$ cat src/rtl/rr_mux_pkg.sv
// rtl/rr_mux_pkg.sv - shared defaults and width helper for the round-robin stream mux
package rr_mux_pkg;
  localparam int N_DEFAULT     = 4;
  localparam int WIDTH_DEFAULT = 8;

  // Channel index width; a single channel still needs a 1-bit index.
  function automatic int clog2_min1(input int n);
    return (n <= 1) ? 1 : $clog2(n);
  endfunction
endpackage

$ cat src/rtl/rr_pick.sv
// rtl/rr_pick.sv - combinational round-robin picker: rotate, fixed-priority encode, un-rotate
module rr_pick
  import rr_mux_pkg::*;
#(
  parameter int N    = N_DEFAULT,
  parameter int CH_W = clog2_min1(N)
) (
  input  logic [N-1:0]    req,
  input  logic [CH_W-1:0] ptr,
  output logic [CH_W-1:0] grant,
  output logic            any
);
  logic [2*N-1:0]  req2;
  logic [N-1:0]    rot;
  logic [CH_W-1:0] off;
  logic [CH_W:0]   sum;

  always_comb begin
    // Doubling the request vector turns the rotation into a plain shift.
    req2 = {req, req} >> ptr;
    rot  = req2[N-1:0];
    off  = '0;
    for (int i = N - 1; i >= 0; i--) begin
      if (rot[i]) off = CH_W'(i);
    end
    // Explicit wrap keeps the index below N when N is not a power of two.
    sum = {1'b0, off} + {1'b0, ptr};
    if (sum >= (CH_W + 1)'(N)) sum = sum - (CH_W + 1)'(N);
    grant = sum[CH_W-1:0];
    any   = |req;
  end
endmodule

$ cat src/rtl/rr_stream_mux.sv
// rtl/rr_stream_mux.sv - N-channel registered round-robin stream mux (optional RR_STREAM_MUX_FORCE_SEL_EN)
module rr_stream_mux
  import rr_mux_pkg::*;
#(
  parameter int N     = N_DEFAULT,
  parameter int WIDTH = WIDTH_DEFAULT,
  parameter int CH_W  = clog2_min1(N)
) (
  input  logic                 clk,
  input  logic                 rst,
  input  logic [N-1:0]         in_valid,
  input  logic [N*WIDTH-1:0]   in_data,
  output logic [N-1:0]         in_ready,
  output logic                 out_valid,
  output logic [WIDTH-1:0]     out_data,
  output logic [CH_W-1:0]      out_ch,
`ifdef RR_STREAM_MUX_FORCE_SEL_EN
  input  logic                 force_en,
  input  logic [CH_W-1:0]      force_sel,
`endif
  input  logic                 out_ready
);
  logic [CH_W-1:0]  ptr;
  logic [CH_W-1:0]  rr_grant;
  logic             rr_any;
  logic [CH_W-1:0]  grant;
  logic [CH_W-1:0]  next_ptr;
  logic             any_v;
  logic             upd_ptr;
  logic             load;
  logic [WIDTH-1:0] sel_data;

  rr_pick #(.N(N), .CH_W(CH_W)) u_pick (
    .req   (in_valid),
    .ptr   (ptr),
    .grant (rr_grant),
    .any   (rr_any)
  );

  always_comb begin
    grant   = rr_grant;
    any_v   = rr_any;
    upd_ptr = 1'b1;
`ifdef RR_STREAM_MUX_FORCE_SEL_EN
    // Forced select behaves like a plain selector; out-of-range selects never match a channel.
    if (force_en) begin
      grant   = force_sel;
      upd_ptr = 1'b0;
      any_v   = 1'b0;
      for (int k = 0; k < N; k++) begin
        if (force_sel == CH_W'(k)) any_v = in_valid[k];
      end
    end
`endif
  end

  assign load     = !out_valid || out_ready;
  assign next_ptr = (grant == CH_W'(N - 1)) ? '0 : grant + CH_W'(1);

  always_comb begin
    in_ready = '0;
    sel_data = '0;
    for (int k = 0; k < N; k++) begin
      in_ready[k] = load && any_v && !rst && (grant == CH_W'(k));
      if (grant == CH_W'(k)) sel_data = in_data[k*WIDTH +: WIDTH];
    end
  end

  always_ff @(posedge clk or posedge rst) begin
    if (rst) begin
      out_valid <= 1'b0;
      out_data  <= '0;
      out_ch    <= '0;
      ptr       <= '0;
    end else if (load) begin
      if (any_v) begin
        out_valid <= 1'b1;
        out_data  <= sel_data;
        out_ch    <= grant;
        if (upd_ptr) ptr <= next_ptr;
      end else begin
        out_valid <= 1'b0;
      end
    end
  end
endmodule

$ cat config.mk
export PLATFORM = sky130hd
export DESIGN_NAME = rr_stream_mux
export DESIGN_NICKNAME = d
export VERILOG_FILES = /design/src/rtl/rr_mux_pkg.sv /design/src/rtl/rr_pick.sv /design/src/rtl/rr_stream_mux.sv
export SDC_FILE = /design/constraint.sdc
export NUM_CORES = 1
export LEC_CHECK = 0
export CAP_MARGIN = 20
export CORE_MARGIN = 1
export CORE_UTILIZATION = 41
export DETAILED_ROUTE_END_ITERATION = 16
export PLACE_DENSITY = 0.95
export SLEW_MARGIN = 20
export SYNTH_ARGS = -nofsm -noshare
export SYNTH_HDL_FRONTEND = slang
export SYNTH_SLANG_ARGS = --single-unit
$ cat constraint.sdc
create_clock -name clk -period 9.2 [get_ports clk]
set_input_delay 1.84 -clock clk [delete_from_list [all_inputs] [get_ports clk]]
set_output_delay 1.84 -clock clk [all_outputs]
set_load 0.05 [all_outputs]
==> flow_summary.yaml, run 1 <==
detailed_routing:
  drtAntennaViolNets: 0
  via_per_inst: 5.36
  drc_errors: 0
  wl_mm: 2.65
  firstDrtPassIters: 4
  route.vias.total: 1045
  drt_iter0_drc: 11
  routedWlPerCell_um: 13.6
worst_setup_path:
  regToRegSetupSlack_ns: 5.91
  crit_chain: "clkdlybuf4s50_1 > or4_1 > o2111ai_1 > ha_1 > xnor2_1 > xnor2_1 > inv_1 > ha_1 > and3_1 > clkdlybuf4s50_1"
  r2r_cells: 11
  worstReg2RegEnd: "out_data[4]"
  critical_path_class: "input port to output port"
  slowest_stage: "clkdlybuf4s50_1"
  cp-end-kind: "output port"
  critPathMaxFanout: 18
  cp.arrival_ns: 5.26
  cp-startpoint: "in_valid[0]"
  timing.rr.start: "ptr[0]"
  startpoint_type: "input port"
  required_ns: 7.36
  crit_path_max_incr_delay_ns: 0.80
global_routing:
  grt_pass1_wl_mm: 4.26
  grt_max_degree: 26
  overflow: 0
  grt_use_total: 0.217
  first_global_vias: 1033
  antenna_found_initial: 0
final_layout:
  fillers: 177
  area_growth_pct: 57.1
  finalInstanceArea_sq_um: 1520
  final_cell_mix: "53 x clkdlybuf4s50_1, 18 x a21oi_1, 17 x nor2_1"
  n_antenna_cell: 0
  layout.nets: 212
  layout_commonest_cell: "clkdlybuf4s50_1"
  fin_util: 0.686
  drive_above_1_share: 0.0479
cts:
  cts.sinks: 13
  root_buffer: "clkbuf_4"
  htreeDepth: 1
  cts_resized: 0
  cts_buffers: 3
  cts_setup_buffers: 0
  cts_hold_buf: 0
  clk_pin_slew_worst_paths_ns: 0.08
  clkLatencyLatePin_ns: 0.27
  cts_tree: "yes"
  clk_path_buf_depth: 2
synth:
  synthMuxAreaShare: 0.0350
  ys_seq_area_frac: 0.337
  synth_enable_flop_cells: 0
  ys_async_sr_fraction: 1.00
  synth_top_area_cell: "dfrtp_1"
  yosys.area_share.simple: 0.245
  synth.avg_cell_area_sq_um: 8.12
  synth-seq-cells: 13
  yosys.area_share.adder: 0.0648
  ys_types: 25
  yosysTopAreaCellShare: 0.337
  synth_compound_area_frac: 0.236
  yosys.area_share.xor_xnor: 0.0181
  yosys_warnings: 0
  syn_area_sq_um: 966
  synth_top_family_by_area: "simple AND/OR/NAND/NOR gates"
  synthTopCellsByArea: "dfrtp_1 34%, a21oi_1 9.3%, nor2_1 6.6%"
  synth_fp_nets: 163
  syn_inst: 119
  yosys_most_used_dff: "dfrtp_1"
sta:
  finalSetupTns_ns: 0
  maxSlewHeadroom: 0.326
  period_needed_ns: 7.10
  setup_violations: 0
  hold_violations: 0
  setup_slack_ns: 2.10
  worstMarginPinSlew_ns: 1.01
  skew_ns: 0.00423
  rsz0062_at_grt: "no"
  slew_viol_final: 0
  maxClockFrequency_mhz: 141
  fin_crit_sh: 0.772
die:
  floorplan.die_area_sq_um: 2550
  io_pins: 54
  die_w_um: 50.5
  coreArea_sq_um: 2210
  rows: 17
  die_h_um: 50.5
  initial_utilization: 0.437
power:
  p_total_uw: 650
  ir_drop_mv: 0.300
  leakage_nw: 0.615
  power.density_nw_per_um2: 428
placed_design:
  placed_cell_area_sq_um: 1490
  portBuffers: 53
  routabilityCongestion: 0.733
  dp_hpwl_mm: 1.95
  post-place-ws_ns: 2.17
worst_hold_path:
  hp-class: "flip-flop to flip-flop"
  hold_path_end: "out_data[6]"
  hp-start: "out_data[6]"
  holdPathStages: 1
job:
  maxCapViolations: 0
status:
  outcome: "finished, final reports clean"
==> flip-flops by register name, summed over array words and instances, names as in the netlist <==
| register | count |
|---|---|
| out_data | 8 |
| out_ch | 2 |
| ptr | 2 |
| out_valid | 1 |
==> how the worst max path moves through the flow <==
stage,endpoint,cells after the start
global placement,in_ready[3],10
floorplan,in_ready[3],11
CTS,in_ready[3],11
finish,in_ready[3],10
detailed placement,in_ready[3],11
global route,in_ready[3],11
==> synth_stat cells (2+ instances only) <==
cell type,number
inv_1,6
nand2b_1,2
nor3_1,8
o32ai_1,2
o211ai_1,2
o21ai_0,2
xnor2_1,2
a221oi_1,7
clkbuf_1,4
mux2_2,3
a21oi_1,18
buf_2,5
nor2b_1,8
nor2_1,17
ha_1,5
dfrtp_1,13
and3_1,5
nand2_1,3
==> layer usage <==
metal | part of all wire | vias to the layer above | GRT usage | routed length (um)
li1 | - | 524 | - | -
met1 | 0.42 | 482 | 0.247 | 1110
met2 | 0.51 | 39 | 0.413 | 1340
met3 | 0.075 | 0 | 0.0606 | 198
met4 | 0 | 0 | 0.0139 | 0
met5 | 0 | - | 0 | 0
==> layout make-up <==
| type | instances | area [sq um] | share of cell area |
|---|---|---|---|
| multi-input cells | 91 | 578 | 0.381 |
| repair buffers | 53 | 531 | 0.350 |
| flip-flops and latches | 13 | 325 | 0.214 |
| well taps | 28 | 35.0 | 0.0231 |
| clock buffers | 4 | 26.3 | 0.0173 |
| inverters | 6 | 22.5 | 0.0148 |
==> cell families (layout without fill, tap and decap cells) <==
logic type,Yosys count,in the layout
AND/OR/NAND/NOR,46,46
AO/OA/AOI/OAI,35,35
buffers and inverters,15,63
flip-flops,13,13
adder cells (fa/ha/maj),5,5
multiplexers,3,3
XOR/XNOR,2,2
==> critical path, delay by kind of cell <==
kind,cells,cell delay [ns]
compound gates,1,0.10
simple gates,2,0.81
fa+ha+maj,2,0.71
buf+inv,3,1.48
xor+xnor,2,0.30
==> where the power goes <==
| part | switching (mW) | leakage, nW | internal (mW) | total, mW |
|---|---|---|---|---|
| combinational | 0.304 | 0.452 | 0.203 | 0.506 |
| sequential | 0.0227 | 0.149 | 0.0866 | 0.109 |
| clock | 0.0180 | 0.0150 | 0.0167 | 0.0348 |
| total | 0.344 | 0.615 | 0.306 | 0.650 |
==> through the flow <==
stage,std cells,hold slack [ns]
6_report,195,0.513
5_1_grt,195,0.535
4_1_cts,195,0.519
3_5_place_dp,191,0.496
3_3_place_gp,191,0.480
2_1_floorplan,119,0.582
Note: power is estimated with default switching activity, not from simulation.
==> run 2, diff against run 1 <==
--- a/config.mk
+++ b/config.mk
@@ -7,9 +7,9 @@
 export LEC_CHECK = 0
 export CAP_MARGIN = 20
 export CORE_MARGIN = 1
-export CORE_UTILIZATION = 41
+export CORE_UTILIZATION = 34
 export DETAILED_ROUTE_END_ITERATION = 16
-export PLACE_DENSITY = 0.95
+export PLACE_DENSITY = 0.86
 export SLEW_MARGIN = 20
 export SYNTH_ARGS = -nofsm -noshare
 export SYNTH_HDL_FRONTEND = slang
==> constraint.sdc (replaced) <==
create_clock -name clk -period 6.5 [get_ports clk]
set_input_delay 1.3 -clock clk [delete_from_list [all_inputs] [get_ports clk]]
set_output_delay 1.3 -clock clk [all_outputs]
set_load 0.05 [all_outputs]
==> run 2 against run 1 <==
Sequential power rose by 43%. Global-route usage fell by 3.6 points. First-iteration DRC count rose to 4.3 times the previous value. Sequential share of layout area fell by 0.24 points. Critical path depth rose by 1. Sequential cell count did not move. Die area rose by 20%. Register-to-register slack got worse by 2.6 ns. Count of clock-buffer cells in the layout did not move. Combinational power rose by 42%. Critical path type unchanged. Critical endpoint unchanged. Largest cell class unchanged.
==> flow_summary.yaml, run 2 (synthesis gave the netlist of run 1 again) <==
global_routing:
  grt_pass1_wl_mm: 4.48
  antenna_found_initial: 0
  first_global_vias: 1060
  grt_max_degree: 19
  grt_use_total: 0.181
  overflow: 0
cts:
  root_buffer: "clkbuf_4"
  cts_buffers: 3
  cts_tree: "yes"
  cts_hold_buf: 0
  clkLatencyLatePin_ns: 0.27
  htreeDepth: 1
  cts_setup_buffers: 0
  clk_pin_slew_worst_paths_ns: 0.07
  cts_resized: 0
  clk_path_buf_depth: 2
  cts.sinks: 13
detailed_routing:
  firstDrtPassIters: 4
  via_per_inst: 5.35
  routedWlPerCell_um: 13.8
  drt_iter0_drc: 47
  drc_errors: 0
  drtAntennaViolNets: 0
  wl_mm: 2.75
  route.vias.total: 1065
placed_design:
  routabilityCongestion: 0.743
  portBuffers: 53
  post-place-ws_ns: 0.570
  dp_hpwl_mm: 2.15
final_layout:
  drive_above_1_share: 0.0592
  n_antenna_cell: 0
  area_growth_pct: 58.9
  largestRegisters: "out_data: 8 flops, out_ch: 2 flops, ptr: 2 flops"
  layout.nets: 214
  largest_reg_flops: 8
  final_cell_mix: "53 x clkdlybuf4s50_1, 18 x a21oi_1, 17 x nor2_1"
  layout_commonest_cell: "clkdlybuf4s50_1"
  largest-register: "out_data"
worst_setup_path:
  critical_path_class: "input port to output port"
  slowest_stage: "clkdlybuf4s50_1"
  required_ns: 5.20
  crit_buf_inv: 3
  r2r_cells: 11
  cp.arrival_ns: 4.63
  cp-startpoint: "in_valid[1]"
  cp_num_cells: 11
  startpoint_type: "input port"
  crit_chain: "clkdlybuf4s50_1 > nor2_1 > or4_1 > o2111ai_1 > ha_1 > xnor2_1 > xnor2_1 > inv_1 > ha_1 > and3_1 > clkdlybuf4s50_1"
  cp-end-kind: "output port"
  timing.rr.start: "ptr[0]"
  crit_path_max_incr_delay_ns: 0.81
  critPathMaxFanout: 18
  path_delay_family: "buffers and inverters"
die:
  die_h_um: 55.3
  die_w_um: 55.3
  initial_utilization: 0.373
  rows: 18
  io_pins: 54
  coreArea_sq_um: 2590
  floorplan.die_area_sq_um: 3060
power:
  ir_drop_mv: 0.411
  leakage_nw: 0.625
  power.density_nw_per_um2: 602
sta:
  hold_violations: 0
  fin_crit_sh: 0.912
  rsz0062_at_grt: "no"
  maxSlewHeadroom: 0.626
  holdWs_ns: 0.499
  worstMarginPinSlew_ns: 0.560
  skew_ns: 0.00164
  slew_viol_final: 0
  period_needed_ns: 5.93
  finalSetupTns_ns: 0
  maxClockFrequency_mhz: 169
  setup_slack_ns: 0.573
  setup_violations: 0
worst_hold_path:
  hp-start: "out_data[6]"
  holdPathStages: 1
  hp-class: "flip-flop to flip-flop"
status:
  outcome: "finished, final reports clean"
job:
  maxCapViolations: 0
==> run 2: cell types whose count changed in the layout (fill, tap and decap cells not counted), sizes merged <==
cell	before	now
buf	0	2
==> run 2: worst paths after layout <==
| check | slack (ns) | to |
|---|---|---|
| worst max-delay path | 0.57 | in_ready[3] |
| worst min-delay path | 0.50 | out_data[6] |
| worst max register to register | 3.34 | out_data[0] |
| worst min register to register | 0.50 | out_data[6] |
| max in group asynchronous | 4.76 | out_data[6] |
| min in group asynchronous | 1.38 | out_valid |
==> run 2: through the flow <==
stage          instance area (sq um)  instances  utilization  power [mW]
6_report                        1540        199        0.593       0.924
4_1_cts                         1540        199        0.593       0.931
2_1_floorplan                    966        119            -       0.675
3_3_place_gp                    1510        195        0.583       0.855
3_5_place_dp                    1510        195        0.583       0.877
5_1_grt                         1540        199        0.593       0.995
==> run 2: power by group <==
part | internal [mW] | switching (mW) | total (mW)
clock | 0.0238 | 0.0247 | 0.0485
combinational | 0.291 | 0.428 | 0.720
sequential | 0.123 | 0.0340 | 0.156
total | 0.438 | 0.487 | 0.924
==> run 2: layout make-up <==
type | instances | area, sq um
tap | 30 | 37.5
multi-input combinational | 91 | 578
sequential | 13 | 325
clock buffer | 4 | 26.3
timing repair buffer | 55 | 546
inverter | 6 | 22.5
fill | 223 | 1050
==> run 2: layer usage <==
layer  up-vias  share of wire  GRT usage
met3         4          0.072     0.0515
met2        45           0.50      0.337
met4         0         0.0062     0.0429
met5         -              0          0
li1        530              -          -
met1       486           0.42      0.201
==> run 3, diff against run 2 <==
--- a/config.mk
+++ b/config.mk
@@ -7,9 +7,10 @@
 export LEC_CHECK = 0
 export CAP_MARGIN = 20
 export CORE_MARGIN = 1
-export CORE_UTILIZATION = 34
+export CORE_UTILIZATION = 36
+export CTS_BUF_LIST = sky130_fd_sc_hd__clkbuf_8
 export DETAILED_ROUTE_END_ITERATION = 16
-export PLACE_DENSITY = 0.86
+export PLACE_DENSITY = 0.9
 export SLEW_MARGIN = 20
 export SYNTH_ARGS = -nofsm -noshare
 export SYNTH_HDL_FRONTEND = slang
==> run 3 against run 2 <==
Count of clock-buffer cells in the layout shrank 1. Die area shrank 5.4%. Via count grew 1.0%. Critical endpoint is now in_ready[2]. Clock power grew 46%. Hold slack gained 0.0044 ns.
==> flow_summary.yaml, run 3 (synthesis gave the netlist of run 1 again) <==
sta:
  holdWs_ns: 0.504
  maxClockFrequency_mhz: 169
  finalSetupTns_ns: 0
  maxSlewHeadroom: 0.335
  slew_viol_final: 0
  hold_violations: 0
  fin_crit_sh: 0.908
  setup_violations: 0
  worstMarginPinSlew_ns: 0.998
  skew_ns: 0.00116
  period_needed_ns: 5.90
  rsz0062_at_grt: "no"
die:
  rows: 18
  die_h_um: 53.8
  coreArea_sq_um: 2500
  io_pins: 54
  die_w_um: 53.8
  floorplan.die_area_sq_um: 2890
  initial_utilization: 0.386
final_layout:
  n_antenna_cell: 0
  finalInstanceArea_sq_um: 1550
  final_cell_mix: "53 x clkdlybuf4s50_1, 18 x a21oi_1, 17 x nor2_1"
  fin_util: 0.619
  largestRegisters: "out_data: 8 flops, out_ch: 2 flops, ptr: 2 flops"
  largest_reg_flops: 8
  layout_commonest_cell: "clkdlybuf4s50_1"
  drive_above_1_share: 0.0536
  area_growth_pct: 60.1
  largest-register: "out_data"
  layout.nets: 213
placed_design:
  dp_hpwl_mm: 2.20
  placed_cell_area_sq_um: 1500
  routabilityCongestion: 0.769
  portBuffers: 53
power:
  leakage_nw: 0.632
  internal_power_uw: 456
  p_seq_frac: 0.165
  ir_drop_mv: 0.454
  power.density_nw_per_um2: 614
  p_clk_frac: 0.074
  pwr-share-comb: 0.761
  p_total_uw: 949
  switching_share: 0.520
  power_switching_uw: 493
worst_setup_path:
  cp-end-kind: "output port"
  cp-startpoint: "in_valid[1]"
  regToRegSetupSlack_ns: 3.30
  required_ns: 5.20
  timing.rr.start: "ptr[0]"
  cp.arrival_ns: 4.60
  worstReg2RegEnd: "out_data[3]"
  r2r_cells: 11
  startpoint_type: "input port"
  critPathMaxFanout: 17
  critical_path_class: "input port to output port"
global_routing:
  grt_pass1_wl_mm: 4.44
  grt_max_degree: 26
  first_global_vias: 1044
  grt_use_total: 0.215
  antenna_found_initial: 0
  overflow: 0
detailed_routing:
  route.vias.total: 1076
  firstDrtPassIters: 5
  drc_errors: 0
  wl_mm: 2.83
  routedWlPerCell_um: 14.3
  drt_iter0_drc: 21
  via_per_inst: 5.43
  drtAntennaViolNets: 0
cts:
  cts_hold_buf: 0
  clk_path_buf_depth: 2
  htreeDepth: 1
  cts_tree: "yes"
  cts.sinks: 13
  cts_buffers: 3
  cts_setup_buffers: 0
  clkLatencyLatePin_ns: 0.24
  clk_pin_slew_worst_paths_ns: 0.05
  cts_resized: 0
  root_buffer: "clkbuf_8"
status:
  outcome: "finished, final reports clean"
worst_hold_path:
  holdPathStages: 1
  hp-class: "flip-flop to flip-flop"
  hold_path_end: "out_data[6]"
  hp-start: "out_data[6]"
job:
  maxCapViolations: 0
==> run 3: cell types whose count changed in the layout (fill, tap and decap cells not counted) <==
cell,delta
clkbuf_4,-3
clkbuf_1,-1
buf_4,-1
clkbuf_8,+3
inv_1,+1
==> run 3: routing by layer <==
metal	vias to the layer above	GRT usage	routed length (um)
li1	527	-	-
met1	494	0.242	1110
met2	51	0.387	1420
met3	4	0.0706	251
met4	0	0.0482	42
met5	-	0	0
==> run 3: cell type report <==
type | instances | area (sq um)
tap | 30 | 37.5
fill | 221 | 953
clock buffer | 3 | 41.3
clock inverter | 1 | 3.75
inverter | 6 | 22.5
sequential | 13 | 325
multi-input combinational | 91 | 578
timing repair buffer | 54 | 538
==> run 3: worst max path at each step <==
stage,depth (start not counted),end
global route,12,in_ready[2]
global placement,10,in_ready[2]
floorplan,11,in_ready[3]
finish,11,in_ready[2]
detailed placement,11,in_ready[2]
CTS,11,in_ready[2]
==> run 3: critical path, stage by stage <==
cell	delay (ns)
clkdlybuf4s50_1	0.62
nor2_1	0.09
or4_1	0.43
o2111ai_1	0.10
ha_1	0.19
xnor2_1	0.13
xnor2_1	0.15
inv_1	0.11
ha_1	0.45
and3_1	0.23
clkdlybuf4s50_1	0.81
==> run 3: through the flow <==
step	instances	setup slack [ns]
after global placement	194	0.747
after floorplan	119	1.49
final	198	0.599
after CTS	198	0.612
after global routing	198	0.352
after detailed placement	194	0.630
==> run 3: power groups by stage <==
stage	Clock (mW)	Combinational, mW	Sequential, mW
after floorplan	0	0.416	0.259
after global placement	0	0.699	0.154
after detailed placement	0	0.725	0.157
after CTS	0.0724	0.726	0.156
after global routing	0.0760	0.786	0.161
final	0.0707	0.722	0.156
==> variant (flow settings as in run 3) <==
Reset style: synchronous (`rst`), changed in one clocked block.
--- a/src/rtl/rr_stream_mux.sv
+++ b/src/rtl/rr_stream_mux.sv
@@ -67,5 +67,5 @@
   end
 
-  always_ff @(posedge clk or posedge rst) begin
+  always_ff @(posedge clk) begin
     if (rst) begin
       out_valid <= 1'b0;
Function: differs if rst is asserted again (counterexample within 4 cycles, from zero or initial values and one cycle with rst high); with rst held inactive, the same outputs for 10 cycles.
==> variant against run 3 <==
  * Power down 12%
  * Setup slack worse by 0.25 ns
  * Routed wire length up 2.1%
  * Largest power group unchanged
  * Via count up 5.2%
  * Register-to-register slack worse by 0.26 ns
  * Sequential cell count unchanged
  * Combinational power down 14%
  * Die area up 2.4%
  * Synthesized area up 2.5%
  * Cell area down 1.5%
==> variant: results (changes against run 3) <==
- First-pass GRT wire length: 4.23 mm (-4.8%)
- VDD IR max: 0.000272 V (-40%)
- Top cells by count, synth: nor2_1, nor3_1, dfxtp_1
- Vias after detailed routing: 1,132 (+5.2%)
- Largest cells by area after synthesis: dfxtp_1, nor3_1, nor2_1
- Status: complete, no violations
- Sequential share of the synthesized area: 26.3% (-7.4 points)
- FF-to-FF Start: ptr[0]
- Mapped Nets: 171 (+4.9%)
- Synth Area in XOR/XNOR: 1.77% (-0.044 points)
- Nets: 218 (+2.3%)
- Fill cells: 234 (+5.9%)
- Cell Area, Placed: 0.00148 sq mm (-1.6%)
- Fin Clk Skew: 0.00855 ns (+0.00739 ns)
- CP Data Arrival Time: 4.85 ns (+0.25 ns)
- Crit Path Max Fanout: 18 (+1)
- Synth Area in Adders: 6.32% (-0.16 points)
- Syn_area_per_cell: 7.79 sq um (-4.0%)
- Largest net degree at the start of global routing: 19 (-27%)
- Fin cells: 203 (+2.5%)
- Compound-cell area share of the yosys netlist: 26.5% (+3.0 points)
- Placement Setup Slack: 0.382 ns (-0.248 ns)
- Layout cell share with drive strength beyond 1: 3.47% (-1.9 points)
- Post-Route WL: 2.89 mm (+2.1%)
- Gr usage total: 20.6% (-0.88 points)
- Lkg Pwr: 0.000581 uW (-8.0%)
- Met2 usage in global routing: 37.6% (-1.1 points)
- Worst R2R Path Depth: 13 (+2)
- Met1 WL: 1.13 mm (+1.6%)
- Vias in the first global route: 1,049 (+0.48%)
- Mux contribution to synthesized area: 0% (-3.5 points)
- Hold_ws: 0.461 ns (-0.0426 ns)
- Cell variety after synth: 28 (+12%)
- WHS Path Cells: 2 (+1)
- Worst Hold Launch: out_ch[0]
- GP Congestion: 0.752 (-2.2%)
- Met3 Usage GRT: 7.78% (+0.72 points)
- Iter 0 DRT Violations: 12 (-43%)
- Reg2Reg Capture Point: out_data[2]
- Synth async-reset ratio: 0% (-100 points)
- Synth Flop Type: dfxtp_1
## variant: worst max-delay path by stage
stage             endpoint  slack, ns
5_1_grt        in_ready[3]       0.15
4_1_cts        in_ready[3]       0.37
3_3_place_gp   in_ready[3]       0.53
2_1_floorplan  in_ready[3]       1.57
3_5_place_dp   in_ready[3]       0.38
6_report       in_ready[3]       0.35
## variant: where the power goes
| group | internal (uW) | switching, uW | total [uW] |
|---|---|---|---|
| logic | 247 | 375 | 622 |
| registers | 111 | 28.0 | 139 |
| clock network | 41.7 | 29.8 | 71.5 |
## variant: final cells by class
| cell class | instances | area (sq um) | area share, % |
|---|---|---|---|
| clock buffer | 3 | 41.3 | 2.71 |
| tap | 30 | 37.5 | 2.47 |
| multi-input combinational | 100 | 638 | 41.9 |
| clock inverter | 1 | 3.75 | 0.247 |
| inverter | 3 | 11.3 | 0.740 |
| sequential | 13 | 260 | 17.1 |
| timing repair buffer | 53 | 531 | 34.8 |
